`src/rtl/iob_sp_ram_arb.sv`:
```
// Round-robin arbiter and sequencer in front of one single-port synchronous RAM.
// After reset it can zero-fill the RAM, then serves two requesters with a fixed 1-cycle read latency.
module iob_sp_ram_arb #(
  parameter int unsigned DATA_W     = 8,
  parameter int unsigned ADDR_W     = 14,
  parameter int unsigned INIT_CLEAR = 1
) (
  input  logic              clk,
  input  logic              rst,
  output logic              init_done,

  input  logic              a_valid,
  input  logic              a_we,
  input  logic [ADDR_W-1:0] a_addr,
  input  logic [DATA_W-1:0] a_wdata,
  output logic              a_ready,
  output logic              a_rvalid,
  output logic [DATA_W-1:0] a_rdata,

  input  logic              b_valid,
  input  logic              b_we,
  input  logic [ADDR_W-1:0] b_addr,
  input  logic [DATA_W-1:0] b_wdata,
  output logic              b_ready,
  output logic              b_rvalid,
  output logic [DATA_W-1:0] b_rdata,

  output logic              ram_en,
  output logic              ram_we,
  output logic [ADDR_W-1:0] ram_addr,
  output logic [DATA_W-1:0] ram_din,
  input  logic [DATA_W-1:0] ram_dout
);

  typedef enum logic {StClear, StRun} state_e;

  localparam state_e          ResetState = (INIT_CLEAR != 0) ? StClear : StRun;
  localparam logic [ADDR_W:0] LastAddr   = {1'b0, {ADDR_W{1'b1}}};

  state_e            state_q, state_d;
  logic [ADDR_W:0]   cnt_q, cnt_d;
  // Last requester granted: 0 = A, 1 = B. Resets to B so A wins the first tie.
  logic              rr_q, rr_d;
  logic              a_rvalid_q, a_rvalid_d;
  logic              b_rvalid_q, b_rvalid_d;

  logic              grant_a, grant_b;
  logic              en_c, we_c;
  logic [ADDR_W-1:0] addr_c;
  logic [DATA_W-1:0] din_c;

  always_ff @(posedge clk or posedge rst) begin
    if (rst) begin
      state_q    <= ResetState;
      cnt_q      <= '0;
      rr_q       <= 1'b1;
      a_rvalid_q <= 1'b0;
      b_rvalid_q <= 1'b0;
    end else begin
      state_q    <= state_d;
      cnt_q      <= cnt_d;
      rr_q       <= rr_d;
      a_rvalid_q <= a_rvalid_d;
      b_rvalid_q <= b_rvalid_d;
    end
  end

  always_comb begin
    state_d    = state_q;
    cnt_d      = cnt_q;
    rr_d       = rr_q;
    grant_a    = 1'b0;
    grant_b    = 1'b0;
    en_c       = 1'b0;
    we_c       = 1'b0;
    addr_c     = '0;
    din_c      = '0;

    unique case (state_q)
      StClear: begin
        en_c   = 1'b1;
        we_c   = 1'b1;
        addr_c = cnt_q[ADDR_W-1:0];
        cnt_d  = cnt_q + 1'b1;
        if (cnt_q == LastAddr) begin
          state_d = StRun;
        end
      end
      StRun: begin
        grant_a = a_valid & (~b_valid | rr_q);
        grant_b = b_valid & ~grant_a;
        if (grant_a) begin
          en_c   = 1'b1;
          we_c   = a_we;
          addr_c = a_addr;
          din_c  = a_wdata;
          rr_d   = 1'b0;
        end else if (grant_b) begin
          en_c   = 1'b1;
          we_c   = b_we;
          addr_c = b_addr;
          din_c  = b_wdata;
          rr_d   = 1'b1;
        end
      end
      default: state_d = ResetState;
    endcase

    a_rvalid_d = grant_a & ~a_we;
    b_rvalid_d = grant_b & ~b_we;
  end

  // Reset gates the handshake and the RAM port combinationally so nothing escapes while rst is high.
  assign ram_en    = en_c & ~rst;
  assign ram_we    = we_c;
  assign ram_addr  = addr_c;
  assign ram_din   = din_c;

  assign a_ready   = grant_a & ~rst;
  assign b_ready   = grant_b & ~rst;
  assign a_rvalid  = a_rvalid_q;
  assign b_rvalid  = b_rvalid_q;
  assign a_rdata   = ram_dout;
  assign b_rdata   = ram_dout;
  assign init_done = (state_q == StRun);

endmodule
```
`config.mk`:
```
export PLATFORM = sky130hd
export DESIGN_NAME = iob_sp_ram_arb
export DESIGN_NICKNAME = d
export VERILOG_FILES = /design/src/rtl/iob_sp_ram_arb.sv
export SDC_FILE = /design/constraint.sdc
export NUM_CORES = 1
export LEC_CHECK = 0
export ABC_AREA = 1
export CAP_MARGIN = 20
export CORE_ASPECT_RATIO = 0.7
export CORE_MARGIN = 2
export CORE_UTILIZATION = 30
export DETAILED_ROUTE_END_ITERATION = 12
export PLACE_DENSITY = 0.78
export SYNTH_ARGS = -nofsm -noshare
export SYNTH_HDL_FRONTEND = slang
export SYNTH_SLANG_ARGS = --single-unit
```
`constraint.sdc`:
```
create_clock -name clk -period 3.05 [get_ports clk]
set_clock_uncertainty 0.2 [all_clocks]
set_input_delay 0.915 -clock clk [delete_from_list [all_inputs] [get_ports clk]]
set_output_delay 0.915 -clock clk [all_outputs]
set_load 0.01 [all_outputs]
```
After elaboration in Yosys (flattened, before gate mapping)
Index checks and enable logic that the tools add are counted.
{"block": "op_classes", "n_addsub": 1, "reduce_logical": 2, "eq_ne": 1, "mux": 18, "n_bitwise": 14}
{"operator": "2-to-1 mux 14 bit", "count": 2}
{"operator": "case mux 14 bit (2 select lines)", "count": 1}
{"operator": "2-to-1 mux 8 bit", "count": 3}
{"operator": "adder 15 x 1 -> 15 bit, second input constant", "count": 1}
{"operator": "== test 15 x 14 -> 1 bit, second input constant", "count": 1}
{"operator": "2-to-1 mux 1 bit", "count": 10}
{"operator": "AND 1 bit", "count": 7}
{"operator": "inverter 1 bit", "count": 6}
{"operator": "case mux 1 bit (2 select lines)", "count": 2}
{"operator": "AND reduction 2 bit", "count": 1}
{"operator": "nonzero test 2 bit", "count": 1}
{"operator": "OR 1 bit", "count": 1}
{"block": "totals", "reg_bits": 19, "inputBits": 58, "out_inout_bits": 45, "elab_cells": 41}

Logic depth before layout (Yosys ltp)
Gate-level depths: netlist (run 1).
{"block": "logic_depth", "depth_word": 9, "depth_mapped": 9}

Worst setup path after synthesis (run 1)
No wires, ideal clock.
{"block": "synth_path", "path_type": "input to output", "start": "input rst", "end": "output ram_en", "n_path_buf": 0, "t_arrival_ns": 1.598, "required_ns": 1.935, "setup_slack_ns": 0.337, "cell_stages": 3, "cell_sequence": "inv_1 > o31ai_1 > inv_1"}
{"block": "synth_via", "elab_chain_cells": 2}
{"item": "start: declaration", "line": "9", "rtl": "input logic rst,"}
{"item": "inverter 1 bit", "line": "114", "rtl": "assign ram_en = en_c & ~rst;"}
{"item": "AND 1 bit", "line": "114"}
{"item": "end: declaration", "line": "28", "rtl": "output logic ram_en,"}
No other way between the ends.

Worst setup path after layout (run 1)
{"block": "layout_path", "start": "input b_valid", "end": "output ram_din[6]"}
{"block": "layout_via", "elab_chain_cells": 8}
{"item": "start: declaration", "line": "20", "rtl": "input logic b_valid,"}
{"item": "inverter 1 bit", "line": "90", "rtl": "grant_a = a_valid & (~b_valid | rr_q);"}
{"item": "OR 1 bit", "line": "90"}
{"item": "AND 1 bit", "line": "90"}
{"item": "inverter 1 bit", "line": "91", "rtl": "grant_b = b_valid & ~grant_a;"}
{"item": "AND 1 bit", "line": "91"}
{"item": "2-to-1 mux 8 bit", "line": "98", "rtl": "end else if (grant_b) begin"}
{"item": "2-to-1 mux 8 bit (*)", "line": "92", "rtl": "if (grant_a) begin"}
{"item": "2-to-1 mux 8 bit (*)", "line": "79", "rtl": "unique case (state_q)"}
{"item": "end: declaration", "line": "31", "rtl": "output logic [DATA_W-1:0] ram_din,"}
Every way passes the cells marked *; elsewhere a longest branch is shown, timed or not.

==> out/metrics.csv, run 1 <==
stage,metric,value,unit
outcome,status,"complete, no violations",
placed_design,io_buffers,78,
die,ios,103,
power,leakage,1.07,nW
die,die_width,90.3,um
logic_synthesis,synth_area,1560,um^2
sta,slew_headroom,82.7,%
grt,grt_max_degree,21,
setup_path,end_kind,output port,
layout,fin_area,2370,um^2
grt,grt_pass1_vias,1616,
logic_synthesis,ys_top_cells_by_area,"dfrtp_1 (29%), nand2_1 (18%), nand3_1 (13%)",
logic_synthesis,yosysTopAreaCell,dfrtp_1,
logic_synthesis,synth-xor-area-share,3.36,%
power,total_power,0.000529,W
layout,layout-drive-gt1-share,21.3,%
routing,ant_nets,0,
routing,routed_wl,4.81,mm
layout,synthToLayoutAreaGrowth,52.0,%
sta,slew_viol_final,0,
logic_synthesis,synth.top_cell.area_share,28.8,%
routing,routed-via-count,1669,
sta,setup_viol,0,
logic_synthesis,ys_warn_count,0,
routing,routedWlPerCell,13.2,um
placed_design,dpl.hpwl,3.60,mm
clock_network,cts_buffers,3,
layout,diodes,0,
logic_synthesis,yosys.area_share.simple,43.7,%
routing,drcViolationCount,0,
power,p_per_area,223,nW/um^2
die,initial_core_util,32.0,%
logic_synthesis,synthFlopType,dfrtp_1,
routing,drtIter0Drc,77,
setup_path,crit_required,1930,ps
logic_synthesis,syn-num-nets,282,
clock_network,clkTransAtPathRegs,70,ps
die,coreArea,4890,um^2
setup_path,cp_max_fo,7,
placed_design,place_area,2330,um^2
logic_synthesis,synth_edf_count,0,
sta,worst_slack,55.6,ps
logic_synthesis,syn_inst,223,
sta,worstMarginPinSlew,259,ps
sta,layout_min_cycle_time,2990,ps
clock_network,clock_latency,260,ps
sta,hold_violations,0,
grt,grt_pass1_wl,7.78,mm
clock_network,postCtsHoldBufs,0,
job,maxCapViolCount,0,
die,rows,21,
clock_network,cts-root-buf,clkbuf_8,
hold_path,hold_class,flip-flop to flip-flop,
logic_synthesis,synth_seq_cells,19,
placed_design,placed_cells,355,
die,die_h,64.4,um
logic_synthesis,synth_top_family_by_area,simple AND/OR/NAND/NOR gates,
sta,fmax,334,MHz
grt,overflow,0,
power,vdd_drop_max,142,uV
clock_network,htreeDepth,1,
grt,grt_use_total,16.6,%
logic_synthesis,synth_compound_area_share,4.72,%
logic_synthesis,synth_cell_types,30,
logic_synthesis,yosysMostFrequentCell,nand2_1,
routing,firstDrtPassIters,4,
placed_design,place_ws,-658,ps
logic_synthesis,ys_async_sr_fraction,100,%
logic_synthesis,ys_seq_area_share,30.5,%
clock_network,cts.sink_count,19,
setup_path,cp.arrival,1880,ps
routing,viasPerCell,4.57,
logic_synthesis,syn-mean-instance-area,7.01,um^2
clock_network,cts_buffer_depth,2,
placed_design,gp_routability_congestion,0.768,
layout,stdcell_count,365,
sta,period_share,98.2,%
logic_synthesis,synthMuxAreaShare,0,%
logic_synthesis,synthTopCellsByCount,"nand2_1 (74), nand3_1 (40), buf_4 (18), dfrtp_1 (18), inv_1 (14)",
logic_synthesis,synthAdderAreaFrac,0.801,%
layout,nNetsFinal,356,
die,dieArea,5810,um^2
grt,antenna_found_initial,0,
setup_path,cp-start-kind,input pin,
setup_path,worstSetupPathType,input pin to output port,
clock_network,cts_tree,built,
[where the power goes]
| group | leakage (nW) | total (W) | internal (W) | switching, W |
|---|---|---|---|---|
| Sequential | 0.248 | 0.000254 | 0.000253 | 0.000000959 |
| Combinational | 0.804 | 0.0000963 | 0.0000681 | 0.0000282 |
| Clock | 0.0228 | 0.000179 | 0.0000929 | 0.0000857 |
[layer usage]
layer / up-vias / global-route usage [%] / part of all wire (%)
met2: 53 / 29.2 / 50
li1: 851 / - / -
met5: - / 0 / 0
met3: 2 / 5.42 / 5.4
met4: 0 / 1.73 / 0.17
met1: 763 / 20.5 / 45
[kinds of logic (layout without fill, tap and decap cells)]
logic type,count (synthesis),count (layout)
simple gates,144,144
buf+inv,43,116
flops,19,19
compound gates,10,10
xor+xnor,6,6
fa+ha+maj,1,1
[registers in the layout, indices dropped and copies added, names as in the netlist]
signal     cells
a_rvalid       1
cnt_q         15
rr_q           1
init_done      1
b_rvalid       1
[critical path, cell delays in order]
cell	delay, ps
buf_2	110
a21boi_4	200
buf_6	130
buf_6	110
nand3_1	80
nand2_1	90
clkdlybuf4s15_1	240
[worst paths after layout]
| path | from | end | slack, ps | cells past startpoint |
|---|---|---|---|---|
| hold / removal | cnt_q[14]$_DFFE_PP0N_ | cnt_q[14]$_DFFE_PP0N_ | 320 | 2 |
| setup / recovery | b_valid | ram_din[6] | 60 | 7 |
| setup reg to reg | cnt_q[0]$_DFFE_PP0N_ | cnt_q[12]$_DFFE_PP0N_ | 1340 | 7 |
| hold reg to reg | cnt_q[14]$_DFFE_PP0N_ | cnt_q[14]$_DFFE_PP0N_ | 320 | 2 |
| min in group asynchronous | rst | a_rvalid$_DFF_PP0_ | 880 | 3 |
| max in group asynchronous | rst | rr_q$_DFFE_PP1P_ | 1510 | 3 |
[area by class of cell]
type	count	area, um^2
Fill cell	484	2510
Timing Repair Buffer	95	861
Multi-Input combinational cell	161	837
Sequential cell	19	477
Tap cell	69	86.3
Inverter	17	68.8
Clock buffer	4	45.0
[cells in the final DEF (no fill, tap or decap), types with 4 or more instances in the layout]
cell type        Yosys  final
nor2_2               5      5
inv_1               14     14
nand4_1              6      6
clkdlybuf4s15_2      0      4
buf_2                5     17
buf_4               18      9
o211ai_1             5      5
nand2_1             74     71
nand2_2              2      5
clkdlybuf4s50_1      0     50
nor2_4               4      4
nand3_1             40     40
nor2_1               9      9
clkdlybuf4s15_1      0      5
buf_6                1      7
dfrtp_1             18     18
[what timing repair did]
action,CTS,global route
pin swaps,2,3
cloned,1,0
setup buffers,6,0
gates resized for setup,102,4
endpoints found under the setup margin,26,24
[per-stage QoR]
stage / TNS, ps / hold WS, ps / util, %
after floorplan: 0 / 263 / -
after CTS: 0 / 316 / 48.9
after global routing: -14.2 / 357 / 48.6
after global placement: -14560 / 290 / 47.7
final: 0 / 318 / 48.6
after detailed placement: -15360 / 296 / 47.7
No activity file was read; power rests on OpenSTA's default activity.
==> inputs of run 2 (changes only) <==
- ABC_CLOCK_PERIOD_IN_PS: default -> 3050
==> results of run 2 <==
Final layout, timing and power as in run 1 (identical DEF).
